File: src/rtl/isolator_pkg.sv
// Shared definitions for the isolator shift-register link.
//
// Contents:
//   link_state_t    - frame sequencer states (IDLE, SHIFT, LATCH)
//   LINK_FRAME_BITS - serial bits per frame in each direction
//   CS_N_PAD        - fixed upper nibble of the outgoing chip-select word
//   HWCON_PAD       - fixed upper nibble of the outgoing HWCON word
//   frame_word()    - builds an outgoing 8-bit word from pad + slot nibble
package isolator_pkg;

   typedef enum logic [1:0] {
      IDLE  = 2'd0,
      SHIFT = 2'd1,
      LATCH = 2'd2
   } link_state_t;

   localparam int         LINK_FRAME_BITS = 8;
   localparam logic [3:0] CS_N_PAD        = 4'hF;
   localparam logic [3:0] HWCON_PAD       = 4'h0;

   // The isolator's upper output bits are unused, so they are padded to an
   // inactive level (cs_n high, hwcon low) above the per-slot nibble.
   function automatic logic [7:0] frame_word(input logic [3:0] pad,
                                             input logic [3:0] slots);
      return {pad, slots};
   endfunction

endpackage

File: src/rtl/isolator_sclk_gen.sv
// Bit-period timing for the isolator link.
//
// A phase counter runs through 2*CLK_DIV clk cycles per bit period. The
// rise/fall strikes are high in the cycle before the clk edge at which sclk
// goes high (phase 0) or low (phase CLK_DIV), so the owner can act on the
// same edge the serial clock changes.
//
// Ports:
//   clk, reset_n - system clock, synchronous active-low reset
//   run          - count phases; when low the counter parks at phase 0
//   hold_low     - force sclk low on the next edge (idle, latch, reset)
//   sclk         - registered serial clock level
//   rise, fall   - one-cycle strikes announcing the next sclk edge
module isolator_sclk_gen #(
   parameter int CLK_DIV = 4
) (
   input  logic clk,
   input  logic reset_n,
   input  logic run,
   input  logic hold_low,
   output logic sclk,
   output logic rise,
   output logic fall
);

   localparam int             PW   = $clog2(2 * CLK_DIV);
   localparam logic [PW-1:0] LAST = PW'(2 * CLK_DIV - 1);
   localparam logic [PW-1:0] HALF = PW'(CLK_DIV);

   logic [PW-1:0] phase;

   // The counter holds the phase of the upcoming cycle, so the strikes lead
   // the actual sclk transition by exactly one clk.
   assign rise = (phase == '0);
   assign fall = (phase == HALF);

   // Phase counter and the sclk level it implies; parking at phase 0 while
   // stopped means a start request always begins with an immediate rise.
   always_ff @(posedge clk) begin
      if (!reset_n) begin
         phase <= '0;
         sclk  <= 1'b0;
      end else begin
         if (!run || phase == LAST)
            phase <= '0;
         else
            phase <= phase + PW'(1);

         if (hold_low)
            sclk <= 1'b0;
         else if (rise)
            sclk <= 1'b1;
         else if (fall)
            sclk <= 1'b0;
      end
   end

endmodule

File: src/rtl/isolator_link_ctrl.sv
// FPGA-side controller for the isolator board shift-register link.
//
// Each frame shifts 8 chip-select and 8 HWCON bits out (MSB first) while
// shifting 8 dirchan and 8 hwflag bits in, then spends one bit period with
// srclk high so the isolator latches outputs and reloads its inputs.
//
// Ports:
//   clk, reset_n              - system clock, synchronous active-low reset
//   enable                    - run frames back to back while high
//   cs_n_slots, hwcon_slots   - per-slot parallel values to send
//   sclk, srclk               - serial clock and latch/load strobe
//   cs_n, hwcon               - serial outgoing data
//   dirchan, hwflag           - serial incoming data
//   slot_dir, slot_chan,
//   slot_hwflag               - decoded slot status from the last full frame
//   status_valid              - one-cycle pulse when the status updates
module isolator_link_ctrl
   import isolator_pkg::*;
#(
   parameter int CLK_DIV = 4
) (
   input  logic       clk,
   input  logic       reset_n,
   input  logic       enable,
   input  logic [3:0] cs_n_slots,
   input  logic [3:0] hwcon_slots,
   output logic       sclk,
   output logic       srclk,
   output logic       cs_n,
   output logic       hwcon,
   input  logic       dirchan,
   input  logic       hwflag,
   output logic [3:0] slot_dir,
   output logic [3:0] slot_chan,
   output logic [3:0] slot_hwflag,
   output logic       status_valid
);

   link_state_t state;
   logic [7:0]  cs_sr;
   logic [7:0]  hw_sr;
   logic [7:0]  dc_cap;
   logic [3:0]  hf_cap;
   logic [3:0]  bit_cnt;
   logic        priming;
   logic        rise;
   logic        fall;
   logic        run;
   logic        hold_low;
   logic        frame_done;

   // Serial data comes straight off the top of the output shift registers.
   assign cs_n       = cs_sr[7];
   assign hwcon      = hw_sr[7];
   assign frame_done = (bit_cnt == 4'(LINK_FRAME_BITS));

   // The bit clock runs through SHIFT and LATCH and stops at the LATCH exit
   // that returns to IDLE, so a later start sees phase 0 at once. sclk is
   // held low once all bits are shifted and for the whole latch period.
   always_comb begin
      run = 1'b0;
      unique case (state)
         IDLE:    run = enable;
         SHIFT:   run = 1'b1;
         LATCH:   run = !(rise && !enable);
         default: run = 1'b0;
      endcase
      hold_low = !run || (state == SHIFT && frame_done);
   end

   isolator_sclk_gen #(
      .CLK_DIV (CLK_DIV)
   ) u_sclk_gen (
      .clk      (clk),
      .reset_n  (reset_n),
      .run      (run),
      .hold_low (hold_low),
      .sclk     (sclk),
      .rise     (rise),
      .fall     (fall)
   );

   // Frame sequencer. Outgoing bits change and incoming bits are captured on
   // the sclk fall, giving the isolator half a bit period of setup before it
   // samples on the next rise. The last bit is not shifted past, so bit 0
   // stays on the line until the latch. The hwflag capture only keeps the
   // low nibble; the padding nibble shifts through and drops out the top.
   // Status from a priming frame is discarded because the isolator's input
   // registers were not loaded before it.
   always_ff @(posedge clk) begin
      if (!reset_n) begin
         state        <= IDLE;
         cs_sr        <= 8'hFF;
         hw_sr        <= 8'h00;
         dc_cap       <= 8'h00;
         hf_cap       <= 4'h0;
         bit_cnt      <= 4'd0;
         priming      <= 1'b1;
         srclk        <= 1'b0;
         slot_dir     <= 4'h0;
         slot_chan    <= 4'h0;
         slot_hwflag  <= 4'h0;
         status_valid <= 1'b0;
      end else begin
         status_valid <= 1'b0;
         unique case (state)
            IDLE: begin
               if (enable) begin
                  cs_sr   <= frame_word(CS_N_PAD, cs_n_slots);
                  hw_sr   <= frame_word(HWCON_PAD, hwcon_slots);
                  bit_cnt <= 4'd0;
                  state   <= SHIFT;
               end
            end
            SHIFT: begin
               if (fall && !frame_done) begin
                  dc_cap  <= {dc_cap[6:0], dirchan};
                  hf_cap  <= {hf_cap[2:0], hwflag};
                  bit_cnt <= bit_cnt + 4'd1;
                  if (bit_cnt != 4'(LINK_FRAME_BITS - 1)) begin
                     cs_sr <= {cs_sr[6:0], 1'b1};
                     hw_sr <= {hw_sr[6:0], 1'b0};
                  end
               end
               if (rise && frame_done) begin
                  state   <= LATCH;
                  srclk   <= 1'b1;
                  priming <= 1'b0;
                  if (!priming) begin
                     slot_dir     <= dc_cap[3:0];
                     slot_chan    <= dc_cap[7:4];
                     slot_hwflag  <= hf_cap;
                     status_valid <= 1'b1;
                  end
               end
            end
            LATCH: begin
               if (rise) begin
                  srclk <= 1'b0;
                  if (enable) begin
                     cs_sr   <= frame_word(CS_N_PAD, cs_n_slots);
                     hw_sr   <= frame_word(HWCON_PAD, hwcon_slots);
                     bit_cnt <= 4'd0;
                     state   <= SHIFT;
                  end else begin
                     cs_sr   <= 8'hFF;
                     hw_sr   <= 8'h00;
                     priming <= 1'b1;
                     state   <= IDLE;
                  end
               end
            end
            default: state <= IDLE;
         endcase
      end
   end

endmodule

File: config.mk
export PLATFORM = sky130hd
export DESIGN_NAME = isolator_link_ctrl
export DESIGN_NICKNAME = d
export VERILOG_FILES = /design/src/rtl/isolator_pkg.sv /design/src/rtl/isolator_sclk_gen.sv /design/src/rtl/isolator_link_ctrl.sv
export SDC_FILE = /design/constraint.sdc
export NUM_CORES = 1
export LEC_CHECK = 0
export CORE_MARGIN = 10
export CORE_UTILIZATION = 30
export CTS_CLUSTER_DIAMETER = 50
export DETAILED_ROUTE_END_ITERATION = 10
export GPL_ROUTABILITY_DRIVEN = 0
export PLACE_DENSITY = 0.45
export SLEW_MARGIN = 20
export SYNTH_ARGS = -nofsm -noshare
export SYNTH_HDL_FRONTEND = slang
export SYNTH_SLANG_ARGS = --single-unit
File: constraint.sdc
create_clock -name clk -period 2.07 [get_ports clk]
set_input_delay 0.3105 -clock clk [delete_from_list [all_inputs] [get_ports clk]]
set_output_delay 0.3105 -clock clk [all_outputs]
set_load 0.02 [all_outputs]
Word-level counts from Yosys, hierarchy flattened
Index checks and enable logic that the tools add are counted.
{ "word_totals": {"register_bits": 53, "input_bits": 13, "word_cells": 87} }
{ "op_classes": {"n_addsub": 2, "eq_ne": 12, "mux": 32, "n_bitwise": 2, "reduce_logical": 25} }
{ "op_table": {"columns": ["cell", "count"], "rows": [
  ["$mux 8", 8],
  ["$pmux 8 s3", 2],
  ["$mux 4", 5],
  ["$reduce_and 3->1", 5],
  ["$pmux 4 s3", 1],
  ["$mux 1", 9],
  ["$eq 3x3->1 const B", 2],
  ["$mux 2", 3],
  ["$ne 2x1->1 const B", 3],
  ["$ne 2x2->1 const B", 3],
  ["$pmux 2 s3", 1],
  ["$reduce_and 5->1", 1],
  ["$add 4x1->4 const B", 1],
  ["$eq 4x4->1 const B", 1],
  ["$logic_and 1x1->1", 4],
  ["$logic_not 1->1", 4],
  ["$ne 4x3->1 const B", 1],
  ["$pmux 1 s2", 2],
  ["$reduce_and 4->1", 1],
  ["$reduce_bool 2->1", 2],
  ["$reduce_or 2->1", 2],
  ["$add 3x1->3 const B", 1],
  ["$logic_not 3->1", 1],
  ["$pmux 1 s3", 1],
  ["other kinds (7)", 9]
]} }

Depth between registers and ports, before layout
Gate-level depths: netlist of run 1.
{ "depth": {"word_depth": 7, "mapped_depth": 8} }

Cells and area by module
From an unflattened synthesis of run 1, not the netlist that was laid out.
{ "hier_totals": {"cells_unflattened": 286, "area_unflattened_um2": 2585.0} }
{ "by_module_without_submodules": {"columns": ["module", "n_inst", "cells_each", "area_each_um2"], "rows": [
  ["isolator_link_ctrl", 1, 270, 2387.3],
  ["isolator_sclk_gen", 1, 16, 197.7]
]} }

Worst setup path before layout of run 1
No wires, ideal clock.
{ "synth_timing": {"path_kind": "register to register", "start": "register bit_cnt[0]", "end": "register slot_chan[0]", "setup_time_ps": 128, "arrival_ps": 1419, "path_slack_ps": 523, "path_stages_with_launch": 9, "path_cell_list": "dfxtp_1 > inv_1 > ha_1 > and3b_1 > buf_6 > nand4b_2 > buf_6 > mux2i_1 > nor2_1"} }
{ "synth_between": {"elab_chain_cells": 3} }
{ "synth_lines": {"columns": ["item", "line_no", "rtl"], "rows": [
  ["start: declaration", "isolator_link_ctrl.sv:44", "logic [3:0] bit_cnt;"],
  ["start signal: assignment", "isolator_link_ctrl.sv:119", "bit_cnt <= bit_cnt + 4'd1;"],
  ["$eq 4x4->1", "isolator_link_ctrl.sv:55", "assign frame_done = (bit_cnt == 4'(LINK_FRAME_BITS));"],
  ["$logic_and 1x1->1", "isolator_link_ctrl.sv:125", "if (rise && frame_done) begin"],
  ["$reduce_and 3->1 (no source line)", null, null],
  ["end signal: assignment", "isolator_link_ctrl.sv:131", "slot_chan <= dc_cap[7:4];"],
  ["end: declaration", "isolator_link_ctrl.sv:34", "output logic [3:0] slot_chan,"]
]} }
Every way passes these cells.
A chain may end at the register's enable or synchronous reset.

Worst setup path in the final report of run 1
{ "layout_timing": {"start": "register bit_cnt[0]", "end": "register cs_sr[2]"} }
{ "layout_between": {"elab_chain_cells": 5, "elab_cells_between_ends": 7} }
{ "layout_lines": {"columns": ["item", "line_no", "rtl"], "rows": [
  ["$eq 4x4->1", "isolator_link_ctrl.sv:55", null],
  ["$logic_not 1->1", "isolator_link_ctrl.sv:116", "if (fall && !frame_done) begin"],
  ["$logic_and 1x1->1", "isolator_link_ctrl.sv:116", null],
  ["$ne 2x1->1 (no source line)", null, null],
  ["$reduce_and 5->1 (no source line) *", null, null],
  ["end signal: assignment", "isolator_link_ctrl.sv:109", "cs_sr <= frame_word(CS_N_PAD, cs_n_slots);"],
  ["end signal: assignment", "isolator_link_ctrl.sv:121", "cs_sr <= {cs_sr[6:0], 1'b1};"],
  ["end signal: assignment", "isolator_link_ctrl.sv:141", "cs_sr <= frame_word(CS_N_PAD, cs_n_slots);"],
  ["end: declaration", "isolator_link_ctrl.sv:40", "logic [7:0] cs_sr;"]
]} }
Mark *: on every way between the ends. The rest lies on a longest branch, timed or not.

==> results of run 1 <==
-- metrics by stage --
step / util / total power, uW / hold WS (ps) / cells / worst slack, ps
after floorplan: - / 1630 / 427 / 284 / 523
final: 0.368 / 2410 / 464 / 420 / 236
after detailed placement: 0.357 / 1800 / 449 / 412 / 217
after global routing: 0.368 / 2560 / 484 / 420 / 65.3
after global placement: 0.357 / 1810 / 448 / 412 / 271
after CTS: 0.368 / 2440 / 465 / 420 / 222
-- sequential cells by signal, summed over array words and instances, names as in the netlist --
name / cells
srclk: 1
state: 2
priming: 1
slot_chan: 4
u_sclk_gen.sclk: 1
bit_cnt: 4
dc_cap: 8
u_sclk_gen.phase: 3
hf_cap: 4
slot_hwflag: 4
status_valid: 1
slot_dir: 4
cs_sr: 8
hw_sr: 8
-- cells by family after synthesis --
kind of cell             synth area share
AND/OR/NAND/NOR                     0.179
AO/OA/AOI/OAI                       0.199
flip-flops                          0.428
buffers and inverters              0.0605
multiplexers                       0.0807
adder cells (fa/ha/maj)            0.0504
XOR/XNOR                          0.00353
-- worst max-delay path: stages, from the launching register on --
cell and delay (ps):
dfxtp_1 380, inv_1 70, ha_1 200, and3b_1 300
o21ai_4 350, nand2_2 230, o211ai_1 230
-- worst paths after layout --
check / startpoint / cells after the start / slack (ps) / end
max: bit_cnt[0] / 6 / 240 / cs_sr[2]
min: dc_cap[7] / 2 / 460 / dc_cap[7]
max reg2reg: bit_cnt[0] / 6 / 240 / cs_sr[2]
min reg2reg: dc_cap[7] / 2 / 460 / dc_cap[7]
-- cells in the final DEF, fill, tap and decap left out, drive strengths merged, types with 2 or more instances in the layout --
master         Yosys  layout
nand4              2       2
inv               14      15
clkbuf             8       5
a311oi             3       3
and2               3       3
a211oi             2       2
ha                10      10
clkdlybuf4s50      0      29
a22oi              4       4
clkinvlp           0       2
buf                9      11
nor3               6       6
nand3              7       7
o22ai              3       3
nand4b             2       2
nor2b              4       4
a31o               2       2
dfxtp             53      53
a21oi             26      26
o211ai             5       5
nand2             47      47
nand2b             2       2
o21ai             21      21
mux2i             20      20
nor2              18      18
-- layer usage --
layer	part of all wire	vias to the layer above	routed length, um	track usage
li1	-	1038	-	-
met1	0.49	967	2780	0.118
met2	0.46	31	2610	0.142
met3	0.040	5	228	0.0265
met4	0.013	0	74	0.0313
met5	0	-	0	0
-- layout make-up --
type                    count  area, um2
fillers                   850       5140
multi-input cells         200       1270
flip-flops and latches     53       1060
repair buffers             40        385
well taps                 105        131
clock buffers               5       68.8
inverters                  14       52.6
clock inverters             3       26.3
-- power breakdown --
part / leakage (uW) / internal (uW) / switching [uW] / total (uW)
clock network: 0.0000423 / 247 / 381 / 628
logic: 0.000700 / 262 / 374 / 637
registers: 0.000430 / 1100 / 45.4 / 1150
total: 0.00117 / 1610 / 801 / 2410
==> flow_summary.json, run 1 <==
{
  "outcome": "finished clean",
  "syn_avg_cell_area_um2": 8.74,
  "synth_common_cells": "dfxtp_1, nand2_1, a21oi_1, mux2i_1, o21ai_0",
  "grt_setup_unrepaired": "false",
  "overflow": 0,
  "fin_setup_tns_ps": 0,
  "ys_ff_latch": 53,
  "dpl.hpwl_mm": 4.15,
  "vdd_drop_max_mv": 0.373,
  "fin_crit_ps": 1830,
  "cts_resized": 0,
  "fin_area_um2": 3000,
  "die_w_um": 111,
  "path_clk_slew_ps": 110,
  "dpl-instance-area_um2": 2900,
  "synth_area_leaders": "dfxtp_1, mux2i_1, nand2_1, a21oi_1, ha_1",
  "dr.pass1.iters": 4,
  "cts_root_buf": "clkbuf_8",
  "netlist_instances": 284,
  "synthesis.area_um2": 2480,
  "slew_headroom": 0.668,
  "worstSetupPathType": "reg -> reg",
  "setup_viol": 0,
  "cp-end-kind": "flip-flop",
  "drive_above_1_share": 0.0984,
  "yosysUniqueCellTypes": 46,
  "rows": 33,
  "synth_fp_nets": 307,
  "vias": 2041,
  "synth_top_cell_by_area": "dfxtp_1",
  "finalWirelength_mm": 5.69,
  "diodes": 0,
  "power.leakage_uw": 0.00117,
  "hold_viol": 0,
  "grt_pass1_vias": 1923,
  "die-area_um2": 12300,
  "core-area_um2": 8130,
  "synth-edff-count": 0,
  "grt_max_degree": 30,
  "clockBufferDepth": 2,
  "io_pins": 30,
  "hold_path_class": "reg -> reg",
  "antenna_found_initial": 0,
  "grt_usage": 0.0917,
  "powerDensity_nw_per_um2": 805,
  "grt_pass1_wl_mm": 9.58,
  "tightest_slew_ps": 498,
  "fmax_mhz": 545,
  "routedWlPerCell_um": 13.5,
  "synthMostInstantiatedCell": "dfxtp_1",
  "seq_area_frac_synth": 0.428,
  "drc": 0,
  "clkSinkCount": 53,
  "async_reset_ff_frac": 0,
  "fin_skew_ps": 8.92,
  "die_h_um": 111,
  "cp.required_ps": 2310,
  "arrival_ps": 2080,
  "synthFlopType": "dfxtp_1",
  "startpoint_type": "flip-flop",
  "io_buffer_count": 29,
  "cp_max_fo": 11,
  "synth_top_area_frac": 0.428,
  "htree_levels": 2,
  "postRouteAntennaNets": 0,
  "cts_setup_buffers": 0,
  "drv_cap": 0,
  "dr.first_iter.drc_count": 125,
  "initial_utilization": 0.305,
  "timing.final.crit_share": 0.886,
  "cts_tree": "built",
  "nets": 337,
  "clock_latency_ps": 310,
  "cts_made_buffers": 5,
  "synthToLayoutAreaGrowth_pct": 20.7,
  "viasPerCell": 4.86,
  "ys.warnings.count": 0,
  "hold_buffers": 0,
  "drv_slew": 0
}
(Power assumes the default switching activity.)
==> inputs of run 2 (changes only) <==
CORE_UTILIZATION = 45   (was 30)
PLACE_DENSITY = 0.64   (was 0.45)
==> flow_summary.json, run 2 (synthesis gave the netlist of run 1 again) <==
{
  "reg2reg_to": "cs_sr[3]",
  "overflow": 0,
  "drc": 0,
  "nets": 334,
  "viasPerCell": 5.26,
  "ff2ff_setup_slack_ps": 240,
  "rows": 26,
  "hold_buffers": 0,
  "fin_crit_ps": 1830,
  "vias": 2009,
  "grt_max_degree": 30,
  "timing.final.crit_share": 0.882,
  "dr.pass1.iters": 4,
  "power.total_uw": 2470,
  "drv_cap": 0,
  "hold_path_end": "dc_cap[7]",
  "dpl.hpwl_mm": 3.72,
  "whs_path_depth": 2,
  "cts_resized": 0,
  "cts_setup_buffers": 0,
  "initial_utilization": 0.474,
  "cp-end-kind": "flip-flop",
  "grt_pass1_vias": 1984,
  "place_inst": 374,
  "slew_headroom": 0.690,
  "htree_levels": 2,
  "arrival_ps": 2050,
  "vdd_drop_max_mv": 0.423,
  "fin_setup_tns_ps": 0,
  "r2r_start": "bit_cnt[0]",
  "rr_worst_depth": 6,
  "cp_max_fo": 11,
  "clockBufferDepth": 2,
  "cts_tree": "built",
  "worstSetupPathType": "reg -> reg",
  "min_from": "dc_cap[7]",
  "clkSinkCount": 53,
  "drv_slew": 0,
  "die_w_um": 94.3,
  "die-area_um2": 8880,
  "final_cell_mix": "dfxtp_1, nand2_1, clkdlybuf4s50_1, a21oi_1, mux2i_1",
  "core-area_um2": 5240,
  "path_clk_slew_ps": 90,
  "postRouteAntennaNets": 0,
  "io_pins": 30,
  "cts_root_buf": "clkbuf_8",
  "die_h_um": 94.3,
  "utilization": 0.562,
  "startpoint_type": "flip-flop",
  "diodes": 0,
  "routedWlPerCell_um": 13.7,
  "clock_latency_ps": 300,
  "power.leakage_uw": 0.00117,
  "synthToLayoutAreaGrowth_pct": 18.7,
  "fin_hold_ws_ps": 463,
  "hold_path_class": "reg -> reg",
  "setup_viol": 0,
  "final_common_cell": "dfxtp_1",
  "fmax_mhz": 548,
  "drive_above_1_share": 0.0865,
  "cts_made_buffers": 5,
  "dr.first_iter.drc_count": 123,
  "io_buffer_count": 29,
  "instances_no_fill": 382,
  "top_regs": "cs_sr: 8 flops, dc_cap: 8 flops, hw_sr: 8 flops",
  "powerDensity_nw_per_um2": 839,
  "grt_pass1_wl_mm": 9.19,
  "hold_viol": 0,
  "fin_skew_ps": 4.42,
  "grt_usage": 0.126,
  "antenna_found_initial": 0,
  "cp.required_ps": 2300,
  "grt_setup_unrepaired": "false",
  "outcome": "finished clean",
  "tightest_slew_ps": 465,
  "finalWirelength_mm": 5.23
}
## run 2: cell types whose count changed in the layout (fill, tap and decap cells not counted), sizes merged
cell      delta
inv          -1
clkbuf       +1
clkinvlp     -2
clkinv       +1
buf          -3
bufinv       +1
## run 2: critical path, stage by stage (launching register included)
cell and delay, ps:
dfxtp_1 380, inv_1 80, ha_1 210, and3b_1 300, o21ai_4 350, nand2_2 220, o211ai_1 210
## run 2: per-layer routing
metal / vias up / GRT usage / wire, um
met1: 924 / 0.161 / 2490
li1: 1038 / - / -
met2: 43 / 0.195 / 2410
met5: - / 0 / 0
met4: 0 / 0.0430 / 35
met3: 4 / 0.0408 / 288
## run 2: through the flow
step,worst slack [ps],instance area (um2)
final,245,2950
after floorplan,523,2480
after global routing,115,2950
after detailed placement,258,2830
after global placement,295,2830
after CTS,227,2950
## run 2: area by class of cell
type | count | area [um2]
clock buffer | 6 | 72.6
fill | 505 | 2290
inverter | 14 | 52.6
sequential | 53 | 1060
clock inverter | 2 | 38.8
timing repair buffer | 37 | 363
tap | 70 | 87.6
multi-input combinational | 200 | 1270
## run 2: where the power goes
group | switching (uW) | internal (uW)
sequential | 45.2 | 1100
clock | 338 | 363
combinational | 364 | 261
total | 748 | 1720
## run 2: worst max-delay path by stage
stage                           from           end  slack (ps)  depth (start not counted)
after floorplan           bit_cnt[0]  slot_chan[0]         520                          8
after global placement        enable      cs_sr[0]         300                          5
after detailed placement  bit_cnt[0]      cs_sr[2]         260                          6
after CTS                 bit_cnt[0]      cs_sr[2]         230                          6
after global routing        state[0]      hw_sr[4]         120                          6
final                     bit_cnt[0]      cs_sr[3]         240                          6
